**config.mk**
```make
export PLATFORM = sky130hd
export DESIGN_NAME = pdm_decimator
export DESIGN_NICKNAME = d
export VERILOG_FILES = /design/src/rtl/pdm_decimator.sv
export SDC_FILE = /design/constraint.sdc
export NUM_CORES = 1
export LEC_CHECK = 0
export BUFFER_PORTS_ARGS = -buffer_cell sky130_fd_sc_hd__buf_2
export CAP_MARGIN = 20
export CORE_MARGIN = 5
export CORE_UTILIZATION = 44
export DETAILED_ROUTE_END_ITERATION = 10
export HOLD_SLACK_MARGIN = 0.02
export PLACE_DENSITY = 0.6
export SLEW_MARGIN = 0
export SYNTH_ARGS = -nofsm -noshare
export SYNTH_HDL_FRONTEND = slang
export SYNTH_SLANG_ARGS = --single-unit
```
**constraint.sdc**
```tcl
create_clock -name clk_i -period 1.8 [get_ports clk_i]
set_clock_uncertainty 0.05 [all_clocks]
set_input_delay 0.18 -clock clk_i [delete_from_list [all_inputs] [get_ports clk_i]]
set_output_delay 0.18 -clock clk_i [all_outputs]
set_load 0.01 [all_outputs]
```
**src/rtl/pdm_decimator.sv**
```systemverilog
// pdm_decimator: PDM microphone front end.
// Generates the microphone clock, samples the 1-bit PDM stream and produces 8-bit amplitude
// samples from two ones-count windows staggered by half a window.
// Optional build macro PDM_TEST_PATTERN_EN adds an 8-bit ramp source selected by test_mode_i.
module pdm_decimator #(
    parameter int unsigned CLK_DIV = 20,
    parameter int unsigned WINDOW  = 200
) (
    input  logic       clk_i,
    input  logic       rst_ni,
    output logic       m_clk_o,
    output logic       m_clk_en_o,
    input  logic       m_data_i,
    input  logic       test_mode_i,
    output logic [7:0] amplitude_o,
    output logic       amplitude_valid_o
);

    localparam int unsigned DivW  = (CLK_DIV > 1) ? $clog2(CLK_DIV) : 1;
    localparam int unsigned SampW = (WINDOW > 1) ? $clog2(WINDOW) : 1;
    localparam int unsigned AccW  = $clog2(WINDOW + 1);

    localparam logic [DivW-1:0]  DivLast   = DivW'(CLK_DIV - 1);
    localparam logic [DivW-1:0]  DivHalf   = DivW'(CLK_DIV / 2);
    localparam logic [SampW-1:0] SampLastA = SampW'(WINDOW - 1);
    localparam logic [SampW-1:0] SampLastB = SampW'(WINDOW / 2 - 1);

    logic [DivW-1:0]  div_cnt_q, div_cnt_d;
    logic             m_clk_q, m_clk_en_q;
    logic [1:0]       sync_q;
    logic             bit_s;
    logic [SampW-1:0] samp_cnt_q, samp_cnt_d;
    logic [AccW-1:0]  acc_a_q, acc_a_d, acc_b_q, acc_b_d;
    logic             first_b_q, first_b_d;
    logic             close;
    logic [AccW-1:0]  close_val;
    logic [7:0]       sat_val, amp_d;
    logic [7:0]       amplitude_q;
    logic             amplitude_valid_q;

    // Divider next count.
    always_comb begin
        div_cnt_d = (div_cnt_q == DivLast) ? '0 : div_cnt_q + DivW'(1);
    end

    // m_clk and its strobe are decoded from the next count so both rise in the same cycle.
    always_ff @(posedge clk_i or negedge rst_ni) begin
        if (!rst_ni) begin
            div_cnt_q  <= '0;
            m_clk_q    <= 1'b0;
            m_clk_en_q <= 1'b0;
        end else begin
            div_cnt_q  <= div_cnt_d;
            m_clk_q    <= (div_cnt_d >= DivHalf);
            m_clk_en_q <= (div_cnt_d == DivHalf);
        end
    end

    // Two-flop synchroniser for the asynchronous PDM input.
    always_ff @(posedge clk_i or negedge rst_ni) begin
        if (!rst_ni) begin
            sync_q <= '0;
        end else begin
            sync_q <= {sync_q[0], m_data_i};
        end
    end

    assign bit_s = sync_q[1];

    // Window accumulation and close detection; A and B close half a window apart.
    always_comb begin
        samp_cnt_d = samp_cnt_q;
        acc_a_d    = acc_a_q;
        acc_b_d    = acc_b_q;
        first_b_d  = first_b_q;
        close      = 1'b0;
        close_val  = '0;
        if (m_clk_en_q) begin
            samp_cnt_d = (samp_cnt_q == SampLastA) ? '0 : samp_cnt_q + SampW'(1);
            acc_a_d    = acc_a_q + AccW'(bit_s);
            acc_b_d    = acc_b_q + AccW'(bit_s);
            if (samp_cnt_q == SampLastA) begin
                close     = 1'b1;
                close_val = acc_a_d;
                acc_a_d   = '0;
            end
            if (samp_cnt_q == SampLastB) begin
                // The first B window after reset is partial, so it only restarts the count.
                close     = first_b_q;
                close_val = acc_b_d;
                acc_b_d   = '0;
                first_b_d = 1'b1;
            end
        end
    end

    // Window counters and accumulators.
    always_ff @(posedge clk_i or negedge rst_ni) begin
        if (!rst_ni) begin
            samp_cnt_q <= '0;
            acc_a_q    <= '0;
            acc_b_q    <= '0;
            first_b_q  <= 1'b0;
        end else begin
            samp_cnt_q <= samp_cnt_d;
            acc_a_q    <= acc_a_d;
            acc_b_q    <= acc_b_d;
            first_b_q  <= first_b_d;
        end
    end

    // Saturate the window count to 8 bits.
    always_comb begin
        sat_val = (32'(close_val) > 32'd255) ? 8'hFF : 8'(close_val);
    end

`ifdef PDM_TEST_PATTERN_EN
    logic [7:0] ramp_q;

    // Ramp replaces the count while test_mode_i is high and steps once per strobe.
    always_comb begin
        amp_d = test_mode_i ? ramp_q : sat_val;
    end

    // Ramp register.
    always_ff @(posedge clk_i or negedge rst_ni) begin
        if (!rst_ni) begin
            ramp_q <= '0;
        end else if (close && test_mode_i) begin
            ramp_q <= ramp_q + 8'd1;
        end
    end
`else
    logic unused_test_mode;
    assign unused_test_mode = test_mode_i;

    // Without the test pattern the window count is always the output.
    always_comb begin
        amp_d = sat_val;
    end
`endif

    // Output register: amplitude holds between strobes, valid is a one-cycle pulse.
    always_ff @(posedge clk_i or negedge rst_ni) begin
        if (!rst_ni) begin
            amplitude_q       <= '0;
            amplitude_valid_q <= 1'b0;
        end else begin
            amplitude_valid_q <= close;
            if (close) begin
                amplitude_q <= amp_d;
            end
        end
    end

    assign m_clk_o           = m_clk_q;
    assign m_clk_en_o        = m_clk_en_q;
    assign amplitude_o       = amplitude_q;
    assign amplitude_valid_o = amplitude_valid_q;

endmodule
```
==> reports/metrics.cfg, run 1 <==
[route]
num_vias = 1664
drt_wl_total_mm = 4.42
post_drt_via_cell_ratio = 5.35
ant_nets = 0
drt_first_iter_violations = 134
drt_drc_violations_left = 0
routed_wire_length_per_instance_um = 14.2
drtPass1Iterations = 4

[timing]
final_hold_viol_count = 0
max_freq_ghz = 0.588
rsz0062_at_grt = no
fin_hold_ws_ps = 311
worstMarginPinSlew_ps = 463
finalSetupTns_ps = 0
timing.final.ws_setup_ps = 99.6
layout_worst_path_cycle_share_pct = 94.5
finalSetupViolations = 0
final_max_slew_viol_count = 0
slew-limit-headroom_pct = 69.2
period_minus_slack_ps = 1700

[die]
die_w_um = 81.3
io-pin-count = 15
die_area_mm2 = 0.00662
floorplan.rows = 26
initial_core_util_pct = 44.7
floorplan.core_area_mm2 = 0.00501
fp.dieH_um = 81.3

[grt]
grt_pass1_vias = 1570
grt_pass1_wl_mm = 7.76
grt_max_degree = 26
grt_overflow = 0
grt_util_all_layers_pct = 15.5
antenna_found_initial = 0

[power_and_ir_drop]
p_clk_share_pct = 45.9
vdd.ir_drop.worst_v = 0.000486
p_switching_uw = 380
comb_power_share_pct = 3.2
power.density_cell_area_mw_per_mm2 = 747
swShare_pct = 19.6
p_int_uw = 1550
seq_power_share_pct = 50.8
leakage_power_figure_uw = 0.00114

[layout]
fill_cells = 492
final_core_util_pct = 51.7
area_growth_pct = 15.6
final_nets = 251
finish.cell_count_without_fillers = 311
layout-drive-gt1-share_pct = 17.8
antenna-diode-count = 0

[setup_path]
cp.arrival_ps = 1830
crit_path_cell_trace = ha_1 -> and4bb_4 -> and2_2 -> a221oi_1 -> nor2_1
end_kind = flip-flop
worst-path-buf-inv = 0
setup.worst_path.start_class = flip-flop
cp_max_fo = 11
timing.critical_path.slowest_stage_cell = sky130_fd_sc_hd__dfrtp_1
crit_family = simple AND/OR/NAND/NOR gates
cp.required_ps = 1930
worst-setup-path-type = reg -> reg
critical_path.max_stage_delay_ps = 390

[clock_tree]
tritoncts_buffer_count = 5
worst_skew_pair.late_latency_ps = 300
cts_num_sinks = 43
cts_buffer_depth = 2
clk_transition_reported_paths_ps = 80
cts_htree_levels = 2
clock-root-buffer = sky130_fd_sc_hd__clkbuf_8
postCtsSetupBuffers = 0
cts_tree = built

[placed_design]
placed_cells = 301
globalplace.congestion = 0.798
detailed_place_hpwl_mm = 3.14
buffer_ports.inserted = 13
preCtsSetupSlack_ps = 48.2

[synth]
synth_top_cell_area_share_pct = 48.0
syn_avg_cell_area_um2 = 10.4
synth_cells = 215
synth-main-ff-cell = sky130_fd_sc_hd__dfrtp_1
yosys_warnings = 0
mappedNetlistArea_mm2 = 0.00224
synthDominantAreaCellType = sky130_fd_sc_hd__dfrtp_1
yosys_register_bits = 43
synth.most_common_cell = sky130_fd_sc_hd__dfrtp_1
synth.distinct_cells = 48
synth_seq_area_share_pct = 48.0
synth_commonest_cells = sky130_fd_sc_hd__dfrtp_1, sky130_fd_sc_hd__nand2_1, sky130_fd_sc_hd__nor2_1
synth_enable_flop_cells = 0
synthArstFlopShare_pct = 100
synth_fp_nets = 226
synth.area.top_cells = sky130_fd_sc_hd__dfrtp_1, sky130_fd_sc_hd__o2bb2ai_1, sky130_fd_sc_hd__ha_1, sky130_fd_sc_hd__nand2_1, sky130_fd_sc_hd__xnor2_1

[outcome]
outcome = completed

[hold_path]
hold_path.class = reg -> reg

[run]
maxCapViolCount = 0

-- stage by stage --
step / power [uW] / area, um2
after floorplan: 1030 / 2240
after global placement: 1060 / 2430
after detailed placement: 1060 / 2430
after CTS: 1960 / 2580
after global routing: 2020 / 2590
final: 1930 / 2590
-- final cells by class --
class,instances,area [um2],share of cell area [%]
clock buffers,6,72.6,2.80
well taps,70,87.6,3.38
multi-input cells,154,1060,41.1
inverters,8,32.5,1.26
repair buffers,28,195,7.54
flip-flops and latches,43,1080,41.6
clock inverters,2,60.1,2.32
-- state kept, by name, summed over array words and instances (netlist names) --
name,flops
amplitude_valid_o,1
div_cnt_q,5
m_clk_en_o,1
acc_a_q,8
acc_b_q,8
first_b_q,1
samp_cnt_q,8
sync_q,2
amplitude_o,8
m_clk_o,1
-- worst paths after layout --
path / start / end / slack, ps / depth (start not counted)
setup / recovery: samp_cnt_q[0]$_DFFE_PN0P_ / amplitude_o[1]$_DFFE_PN0P_ / 100 / 5
hold / removal: sync_q[0]$_DFF_PN0_ / sync_q[1]$_DFF_PN0_ / 310 / 0
setup reg to reg: samp_cnt_q[0]$_DFFE_PN0P_ / amplitude_o[1]$_DFFE_PN0P_ / 100 / 5
hold reg to reg: sync_q[0]$_DFF_PN0_ / sync_q[1]$_DFF_PN0_ / 310 / 0
max in group asynchronous: rst_ni / acc_b_q[4]$_DFFE_PN0P_ / 890 / 3
min in group asynchronous: rst_ni / acc_a_q[0]$_DFFE_PN0P_ / 330 / 2
-- power groups by stage --
stage	Clock, uW	Sequential (uW)	Combinational [uW]
finish	889	983	62.6
global placement	0	1000	60.4
floorplan	0	999	28.2
detailed placement	0	1000	61.1
global route	966	984	72.7
CTS	917	983	64.5
-- logic make-up (layout without fill, tap and decap cells) --
kind of cell / count (synthesis) / count (layout) / synth area share, %
AO/OA/AOI/OAI: 52 / 52 / 18.3
buffers and inverters: 18 / 44 / 4.47
AND/OR/NAND/NOR: 76 / 76 / 17.6
adder cells (fa/ha/maj): 7 / 7 / 3.91
XOR/XNOR: 16 / 16 / 6.26
multiplexers: 3 / 3 / 1.45
flip-flops: 43 / 43 / 48.0
-- routing by layer --
layer	vias to the layer above	track usage (%)	part of all wire, %
met4	0	6.08	1.7
met2	24	23.6	47
met5	-	0	0
li1	825	-	-
met3	7	3.33	3.2
met1	808	21.3	48
-- cells in the final DEF (no fill, tap or decap), types with 2 or more instances in the layout --
| cell type | count |
|---|---|
| sky130_fd_sc_hd__xnor2_1 | 8 |
| sky130_fd_sc_hd__o21a_1 | 3 |
| sky130_fd_sc_hd__nor3_1 | 5 |
| sky130_fd_sc_hd__nand3_1 | 11 |
| sky130_fd_sc_hd__nand4_1 | 5 |
| sky130_fd_sc_hd__bufinv_16 | 2 |
| sky130_fd_sc_hd__clkbuf_8 | 5 |
| sky130_fd_sc_hd__a21oi_1 | 2 |
| sky130_fd_sc_hd__o21ai_0 | 11 |
| sky130_fd_sc_hd__nand2_1 | 20 |
| sky130_fd_sc_hd__o31ai_1 | 2 |
| sky130_fd_sc_hd__o2bb2ai_1 | 11 |
| sky130_fd_sc_hd__nor3b_1 | 2 |
| sky130_fd_sc_hd__a21o_1 | 4 |
| sky130_fd_sc_hd__buf_2 | 13 |
| sky130_fd_sc_hd__xor2_1 | 8 |
| sky130_fd_sc_hd__buf_4 | 12 |
| sky130_fd_sc_hd__inv_1 | 6 |
| sky130_fd_sc_hd__ha_1 | 7 |
| sky130_fd_sc_hd__dfrtp_1 | 43 |
| sky130_fd_sc_hd__mux2_2 | 2 |
| sky130_fd_sc_hd__dlygate4sd3_1 | 2 |
| sky130_fd_sc_hd__o221ai_1 | 4 |
| sky130_fd_sc_hd__and3_1 | 2 |
| sky130_fd_sc_hd__nor2_1 | 18 |
| sky130_fd_sc_hd__nand2b_1 | 2 |
| sky130_fd_sc_hd__a221oi_1 | 2 |
| sky130_fd_sc_hd__a22o_1 | 6 |
-- what timing repair did --
action / 4_1_cts / 5_1_grt
endpoints found under the setup margin: 0 / 9
resized for setup: 0 / 2
hold buffers: 2 / 0
hold endpoints to repair: 19 / 0
Power figures use the tool's default switching activity.
==> inputs of run 2 (changes only) <==
CORE_ASPECT_RATIO = 2   (was unset)
==> run 2 against run 1 <==
  * Routed wire length rose by 6.1%
  * Critical path depth rose by 1
  * Flip-flop and latch count did not move
  * Combinational power rose by 10%
  * Worst setup slack got worse by 12 ps
  * Global-route usage rose by 0.14 points
  * Cell count fell by 4.2%
  * Hold slack improved by 3.7 ps
  * Via count rose by 1.4%
  * Final area fell by 0.14%
  * Utilization rose by 0.98 points
  * Clock power rose by 0.9%
  * Largest cell class is now multi-input gates
  * Highest routed layer unchanged
==> reports/metrics.cfg, run 2 (synthesis gave the netlist of run 1 again) <==
[hold_path]
hold_path.class = reg -> reg

[die]
floorplan.rows = 36  ; +38%
io-pin-count = 15  ; unchanged
floorplan.core_area_mm2 = 0.00491  ; -2.0%
fp.dieH_um = 111  ; +36%
die_w_um = 60.5  ; -26%
die_area_mm2 = 0.00670  ; +1.3%
initial_core_util_pct = 45.6  ; +0.91 points

[setup_path]
cp.required_ps = 1940  ; about the same
cp_max_fo = 4  ; -7
crit_path_cell_trace = ha_2 -> ha_2 -> inv_1 -> or2_2 -> a21o_1 -> a22o_1
crit_family = adder cells
worst-setup-path-type = reg -> reg
critical_path.max_stage_delay_ps = 400  ; about the same
setup.worst_path.start_class = flip-flop
cp.arrival_ps = 1850  ; +20 ps
critical-path-top-cell-by-count = sky130_fd_sc_hd__ha_2
end_kind = flip-flop
timing.critical_path.slowest_stage_cell = sky130_fd_sc_hd__dfrtp_1
worst-path-buf-inv = 1  ; +1

[placed_design]
buffer_ports.inserted = 13  ; unchanged
detailed_place_hpwl_mm = 3.57  ; +14%
globalplace.congestion = 0.765  ; -4.2%
placed_cell_area_mm2 = 0.00242  ; -0.67%

[grt]
grt_pass1_wl_mm = 7.97  ; +2.8%
grt_max_degree = 24  ; -7.7%
antenna_found_initial = 0  ; unchanged
grt_pass1_vias = 1698  ; +8.2%
grt_util_all_layers_pct = 15.6  ; +0.14 points
grt_overflow = 0  ; unchanged

[timing]
final_max_slew_viol_count = 0  ; unchanged
final_hold_viol_count = 0  ; unchanged
worstMarginPinSlew_ps = 497  ; +34.2 ps
slew-limit-headroom_pct = 66.9  ; -2.3 points
finalSetupTns_ps = 0  ; unchanged
max_freq_ghz = 0.584  ; -0.72%
rsz0062_at_grt = yes
period_minus_slack_ps = 1710  ; +12.3 ps
finalSetupViolations = 0  ; unchanged
layout_worst_path_cycle_share_pct = 95.1  ; +0.68 points

[power_and_ir_drop]
vdd.ir_drop.worst_v = 0.000592  ; +22%
power.density_cell_area_mw_per_mm2 = 753  ; +0.85%
leakage_power_figure_uw = 0.00114  ; -0.21%

[outcome]
outcome = completed

[route]
drt_drc_violations_left = 0  ; unchanged
ant_nets = 0  ; unchanged
num_vias = 1688  ; +1.4%
routed_wire_length_per_instance_um = 15.7  ; +11%
drt_first_iter_violations = 41  ; -69%
drt_wl_total_mm = 4.69  ; +6.1%
drtPass1Iterations = 4  ; unchanged
post_drt_via_cell_ratio = 5.66  ; +5.9%

[clock_tree]
worst_skew_pair.late_latency_ps = 300  ; about the same
cts_num_sinks = 43  ; unchanged
tritoncts_buffer_count = 5  ; unchanged
clk_transition_reported_paths_ps = 80  ; about the same
cts_buffer_depth = 2  ; unchanged
postCtsSetupBuffers = 0  ; unchanged
clock-root-buffer = sky130_fd_sc_hd__clkbuf_8
cts_tree = built
cts_htree_levels = 2  ; unchanged

[layout]
final_instance_area_mm2 = 0.00258  ; -0.14%
area_growth_pct = 15.4
final_nets = 251  ; unchanged
commonest_cells_after_routing_fill_and_taps_aside = sky130_fd_sc_hd__dfrtp_1, sky130_fd_sc_hd__nand2_1, sky130_fd_sc_hd__nor2_1
most_common_cell_after_layout_fill_and_taps_aside = sky130_fd_sc_hd__dfrtp_1
layout-drive-gt1-share_pct = 19.1  ; +1.2 points
antenna-diode-count = 0  ; unchanged

[run]
maxCapViolCount = 0  ; unchanged

## run 2: final timing paths
check                               startpoint                          to  slack, ps  cells past startpoint
max                        sync_q[1]$_DFF_PN0_      acc_b_q[6]$_DFFE_PN0P_         90                      6
min                        sync_q[0]$_DFF_PN0_         sync_q[1]$_DFF_PN0_        310                      0
max reg2reg                sync_q[1]$_DFF_PN0_      acc_b_q[6]$_DFFE_PN0P_         90                      6
min reg2reg                sync_q[0]$_DFF_PN0_         sync_q[1]$_DFF_PN0_        310                      0
max in group asynchronous               rst_ni   samp_cnt_q[0]$_DFFE_PN0P_        880                      3
min in group asynchronous               rst_ni  amplitude_o[4]$_DFFE_PN0P_        320                      2
## run 2: per-stage QoR
stage / std cells / hold slack (ps) / setup WS, ps / power, uW / util, %
after floorplan: 215 / -166 / 95.2 / 1030 / -
after global placement: 288 / 128 / 75.3 / 1060 / 49.2
after detailed placement: 288 / 120 / 69.2 / 1070 / 49.2
after CTS: 298 / 324 / 67.7 / 1960 / 52.3
after global routing: 298 / 332 / -10.4 / 2010 / 52.7
final: 298 / 314 / 87.3 / 1950 / 52.7
## run 2: cell type report
cell class                 count  area, um2
tap                           57       71.3
multi-input combinational    154       1080
sequential                    43       1080
clock buffer                   6       72.6
timing repair buffer          28        195
clock inverter                 2       60.1
fill                         460       2320
inverter                       8       32.5
## run 2: power breakdown
group / internal, uW / switching, uW
Clock: 555 / 342
Combinational: 27.1 / 41.8
Sequential: 974 / 7.68
## run 2: timing repair
item                       in CTS  in global routing
hold buffers                    2                  0
setup endpoints to repair       0                  7
gates resized for setup         0                  5
hold endpoints to repair       21                  0
## run 2: routing by layer
layer / global-route usage, % / up-vias / share of wire, %
li1: - / 826 / -
met1: 17.0 / 822 / 38
met2: 27.5 / 27 / 55
met3: 3.03 / 13 / 2.7
met4: 7.24 / 0 / 4.1
met5: 0 / - / 0
